**config.mk**
```make
export PLATFORM = sky130hd
export DESIGN_NAME = ahb_req_arbiter
export DESIGN_NICKNAME = d
export VERILOG_FILES = /design/src/rtl/ahb_req_arbiter.sv
export SDC_FILE = /design/constraint.sdc
export NUM_CORES = 1
export LEC_CHECK = 0
export ABC_AREA = 1
export BUFFER_PORTS_ARGS = -buffer_cell sky130_fd_sc_hd__buf_2
export CAP_MARGIN = 0
export CORE_MARGIN = 8
export CORE_UTILIZATION = 39
export CTS_CLUSTER_SIZE = 24
export DETAILED_ROUTE_END_ITERATION = 8
export PLACE_DENSITY = 0.7
export SLEW_MARGIN = 20
export SYNTH_ARGS = -nofsm -noshare
export SYNTH_HDL_FRONTEND = slang
export SYNTH_SLANG_ARGS = --single-unit
```
**constraint.sdc**
```tcl
create_clock -name HCLK -period 2.4 [get_ports HCLK]
set_clock_uncertainty 0.15 [all_clocks]
set_input_delay 0.72 -clock HCLK [delete_from_list [all_inputs] [get_ports HCLK]]
set_output_delay 0.72 -clock HCLK [all_outputs]
set_load 0.03 [all_outputs]
```
**src/rtl/ahb_req_arbiter.sv**
```systemverilog
// ahb_req_arbiter
//   Two-requester round-robin arbiter and single-transfer sequencer sitting in
//   front of the AHB-lite master's processor-side port. One NONSEQ SINGLE
//   transfer is issued per grant. The FSM walks it through the address and
//   data phases, then returns read data and status to the granted requester.
//   A watchdog aborts a data phase that the slave stalls for WAIT_LIMIT cycles.
//
// Ports
//   HCLK, HRESETn            clock, async active-low reset
//   REQn_VALID/ADDR/WDATA/   requester n transfer, held until REQn_DONE;
//     WRITE/SIZE             sampled only in the grant cycle
//   REQn_DONE                one-cycle completion pulse to requester n
//   RSP_RDATA/ERR/TIMEOUT    completion status, valid with DONE, held after
//   PADDR/PWDATA/PWRITE/     processor-side request to the AHB master
//     PSIZE/PTRANS/PBURST
//   HREADY/HRESP/HRDATA      bus response
//   GRANT                    index of the current or last granted requester
module ahb_req_arbiter #(
  parameter int DATA_W     = 32,
  parameter int WAIT_LIMIT = 16,
  parameter int CNT_W      = 5
) (
  input  logic              HCLK,
  input  logic              HRESETn,
  input  logic              REQ0_VALID,
  input  logic [DATA_W-1:0] REQ0_ADDR,
  input  logic [DATA_W-1:0] REQ0_WDATA,
  input  logic              REQ0_WRITE,
  input  logic [2:0]        REQ0_SIZE,
  input  logic              REQ1_VALID,
  input  logic [DATA_W-1:0] REQ1_ADDR,
  input  logic [DATA_W-1:0] REQ1_WDATA,
  input  logic              REQ1_WRITE,
  input  logic [2:0]        REQ1_SIZE,
  output logic              REQ0_DONE,
  output logic              REQ1_DONE,
  output logic [DATA_W-1:0] RSP_RDATA,
  output logic              RSP_ERR,
  output logic              RSP_TIMEOUT,
  output logic [DATA_W-1:0] PADDR,
  output logic [DATA_W-1:0] PWDATA,
  output logic              PWRITE,
  output logic [2:0]        PSIZE,
  output logic [1:0]        PTRANS,
  output logic [2:0]        PBURST,
  input  logic              HREADY,
  input  logic              HRESP,
  input  logic [DATA_W-1:0] HRDATA,
  output logic              GRANT
);

  localparam int         NUM_REQ    = 2;
  localparam logic [1:0] TRN_IDLE   = 2'b00;
  localparam logic [1:0] TRN_NONSEQ = 2'b10;

  typedef struct packed {
    logic [DATA_W-1:0] addr;
    logic [DATA_W-1:0] wdata;
    logic              write;
    logic [2:0]        size;
  } req_t;

  typedef enum logic [1:0] {S_IDLE, S_ADDR, S_DATA} state_t;

  state_t               state, state_nxt;
  req_t [NUM_REQ-1:0]   req;
  logic [NUM_REQ-1:0]   req_valid;
  logic [NUM_REQ-1:0]   done_q;
  logic [CNT_W-1:0]     wait_cnt;
  logic                 win_idx;
  logic                 grant_en, addr_ack, cmpl, tmo;

  assign req_valid = {REQ1_VALID, REQ0_VALID};
  assign req[0]    = '{addr: REQ0_ADDR, wdata: REQ0_WDATA, write: REQ0_WRITE, size: REQ0_SIZE};
  assign req[1]    = '{addr: REQ1_ADDR, wdata: REQ1_WDATA, write: REQ1_WRITE, size: REQ1_SIZE};

  assign REQ0_DONE = done_q[0];
  assign REQ1_DONE = done_q[1];

  // Contention goes to the requester that was not granted last; a lone
  // requester wins outright (req_valid[1] is its index when only one is set).
  always_comb begin
    if (&req_valid) win_idx = ~GRANT;
    else            win_idx = req_valid[1];
  end

  always_ff @(posedge HCLK or negedge HRESETn) begin
    if (!HRESETn) state <= S_IDLE;
    else          state <= state_nxt;
  end

  always_comb begin
    state_nxt = state;
    grant_en  = 1'b0;
    addr_ack  = 1'b0;
    cmpl      = 1'b0;
    tmo       = 1'b0;
    case (state)
      S_IDLE: if (|req_valid) begin
        grant_en  = 1'b1;
        state_nxt = S_ADDR;
      end
      S_ADDR: if (HREADY) begin
        addr_ack  = 1'b1;
        state_nxt = S_DATA;
      end
      S_DATA: begin
        // HRESP=1 with HREADY=0 is the first half of a two-cycle error
        // response and is deliberately not treated as completion.
        if (HREADY) begin
          cmpl      = 1'b1;
          state_nxt = S_IDLE;
        end else if (wait_cnt == CNT_W'(WAIT_LIMIT - 1)) begin
          // This stall edge is the WAIT_LIMIT-th one.
          tmo       = 1'b1;
          state_nxt = S_IDLE;
        end
      end
      default: state_nxt = S_IDLE;
    endcase
  end

  always_ff @(posedge HCLK or negedge HRESETn) begin
    if (!HRESETn) begin
      PADDR       <= '0;
      PWDATA      <= '0;
      PWRITE      <= 1'b0;
      PSIZE       <= '0;
      PTRANS      <= TRN_IDLE;
      PBURST      <= '0;
      GRANT       <= 1'b1;
      done_q      <= '0;
      RSP_RDATA   <= '0;
      RSP_ERR     <= 1'b0;
      RSP_TIMEOUT <= 1'b0;
      wait_cnt    <= '0;
    end else begin
      done_q <= '0;
      PBURST <= '0;

      if (grant_en) begin
        PADDR  <= req[win_idx].addr;
        PWDATA <= req[win_idx].wdata;
        PWRITE <= req[win_idx].write;
        PSIZE  <= req[win_idx].size;
        PTRANS <= TRN_NONSEQ;
        GRANT  <= win_idx;
      end

      // Only PTRANS drops after the address phase; PWDATA and the rest stay
      // put through the data phase.
      if (addr_ack) PTRANS <= TRN_IDLE;

      if (state_nxt != S_DATA)
        wait_cnt <= '0;
      else if (state == S_DATA && !HREADY)
        wait_cnt <= wait_cnt + CNT_W'(1);

      if (cmpl) begin
        done_q[GRANT] <= 1'b1;
        RSP_RDATA     <= PWRITE ? '0 : HRDATA;
        RSP_ERR       <= HRESP;
        RSP_TIMEOUT   <= 1'b0;
      end

      if (tmo) begin
        done_q[GRANT] <= 1'b1;
        RSP_RDATA     <= '0;
        RSP_ERR       <= 1'b1;
        RSP_TIMEOUT   <= 1'b1;
      end
    end
  end

endmodule

```
==> metrics.cfg <==
[setup_path]
cp-start-kind=flop
slowest_stage=dfstp_2
crit_family=flip-flops
cp_max_fo=5
worst-setup-path-type=reg -> out
cp-end-kind=output port
reg2reg_from=wait_cnt[1]
worst_path_largest_cell_delay_ps=590
crit_buf_inv=1
rrSetupSlack_ps=570
crit_chain=buf_2
ff2ff_path_depth=8
cp.required_ps=1530
startpoint=GRANT
timing.rr.end=RSP_RDATA[6]
cp.arrival_ps=1220

[detailed_routing]
wl_per_cell_um=15.2
vias_per_cell=4.58
drc=0
drt_pass1_iterations=4
final_antenna_net_count=0
drt_iter0_drc=205
wl_um=18000
via_count=5440

[synthesis]
syn_area_per_cell_sq_um=7.68
synth_top_family_by_area=simple AND/OR/NAND/NOR gates
ys_warn_count=0
synth_largest_area_cell=dfrtp_1
synth.top_cells.by_area=dfrtp_1 51%, nand2_1 20%, nand3_1 9.4%
netlist_area_sq_um=5500
syn_inst=717
synth_fa_ha_area_frac=0.00455
synth_mux_area_frac=0
yosysSeqAreaShare=0.514
synth_compound_area_frac=0.00705
ys_ff_latch=113
synth_top_area_frac=0.509
synth_xor_area_frac=0.00159
yosys.area_share.simple=0.381
synth_cell_types=23

[power]
pwr-share-comb=0.450
power_mw=10.8
ir_drop_v=0.000670
switching_power_mw=4.79
power_density_nw_per_um2=1380
p_int_mw=5.96
switching_share=0.446
p_seq_frac=0.301
pwr-share-clk=0.249
leakage_nw=4.68

[final_layout]
fin_util=0.563
final_cell_mix=289 x nand2_1, 278 x buf_2, 112 x dfrtp_1
multiInputGateArea_sq_um=2190
syn_to_final_growth_pct=41.5
n_fill_cell=1334
mostFrequentLayoutCell=nand2_1
instances_no_fill=1187
drive_above_1_share=0.395
fin_area_sq_um=7790
seq_area_sq_um=2830
finalNetCount=1169

[global_route]
grt_start_max_net_pins=51
grt_usage=0.201
antenna_found_initial=1
grt_pass1_wl_um=28900
overflow=0
grt_pass1_vias=5495

[clock_tree]
cts.path.max_buffers=2
cts_max_level=4
postCtsSetupBuffers=0
cts-root-buf=clkbuf_16
cts_buffers=17
numClockSinks=113
cts_tree=yes
clk_pin_slew_worst_paths_ps=50
cts_hold_buf=0
clkLatencyLatePin_ps=400
cts-resized-gates=0

[placement]
dp.cells=1154
dp_hpwl_um=13500
placed_area_sq_um=7150
gp_congestion=0.788
port-buffer-count=279

[sta]
max-slew-margin-rel=0.643
drv_slew=0
rsz0062_at_grt=false
finalSetupTns_ps=0
finalCriticalPeriod_ps=2090
max_freq_mhz=478
setup_viol=0
period_share=0.872
tightest_slew_ps=535
hold_viol=0

[die]
core_sq_um=13800
design.die.area_sq_um=18200
io_pins=284
die_w_um=135
placementRows=43
start_util=0.398
chipHeight_um=135

[run_status]
status=complete, no violations

[flow_run]
cap_violations=0

[min_path]
hold_class=in -> async

cell type report:
type	count	share of cell area
Timing Repair Buffer	295	0.206
Clock buffer	23	0.0614
Clock inverter	9	0.0198
Inverter	80	0.0386
Tap cell	180	0.0289
Sequential cell	113	0.363
Antenna cell	1	0.000321
Multi-Input combinational cell	486	0.281
metal layers:
metal  track usage  routed length (um)
met1         0.242                7530
met2         0.318                8150
met3        0.0843                2100
met5             0                   0
met4        0.0649                 248
cell usage after synthesis:
library cell	instances
buf_1	2
o21bai_2	1
buf_2	15
xor2_1	1
nand3_1	103
nand2_1	289
or2_2	67
dfrtp_1	112
buf_4	7
inv_2	1
nor2_2	1
nand2_2	1
conb_1	1
o21ai_0	3
inv_1	79
nor3_4	1
ha_1	2
o31ai_1	1
dfstp_2	1
clkbuf_1	17
a21oi_1	1
nor2_1	7
nand4_1	4
sequential cells by signal, summed over array words and instances (netlist names):
name         count
PSIZE            3
wait_cnt         5
done_q           2
RSP_RDATA       32
PTRANS           1
RSP_ERR          1
state            2
PWDATA          32
RSP_TIMEOUT      1
PWRITE           1
PADDR           32
GRANT            1
cell families after synthesis:
logic type | after synthesis
AND/OR/NAND/NOR | 473
buffers and inverters | 121
flip-flops | 113
AO/OA/AOI/OAI | 6
adder cells (fa/ha/maj) | 2
XOR/XNOR | 1
other | 1
per-stage QoR:
stage,setup slack (ps),hold WS [ps]
floorplan,699,274
global placement,371,298
detailed placement,348,304
CTS,278,146
global route,274,167
finish,308,150
worst max path at each step:
stage | end | slack, ps | cells after the start
floorplan | PADDR[14] | 700 | 6
global route | GRANT | 270 | 1
finish | GRANT | 310 | 1
detailed placement | PWDATA[15] | 350 | 7
global placement | PADDR[28] | 370 | 7
CTS | GRANT | 280 | 1
power groups by stage:
stage	sequential (mW)	clock [mW]	combinational (mW)
after floorplan	4.79	0	1.66
after global placement	3.23	0	4.84
after detailed placement	3.22	0	4.93
after CTS	3.24	2.73	4.92
after global routing	3.34	2.83	5.32
final	3.24	2.67	4.84
Note: power is estimated with default switching activity, not from simulation.
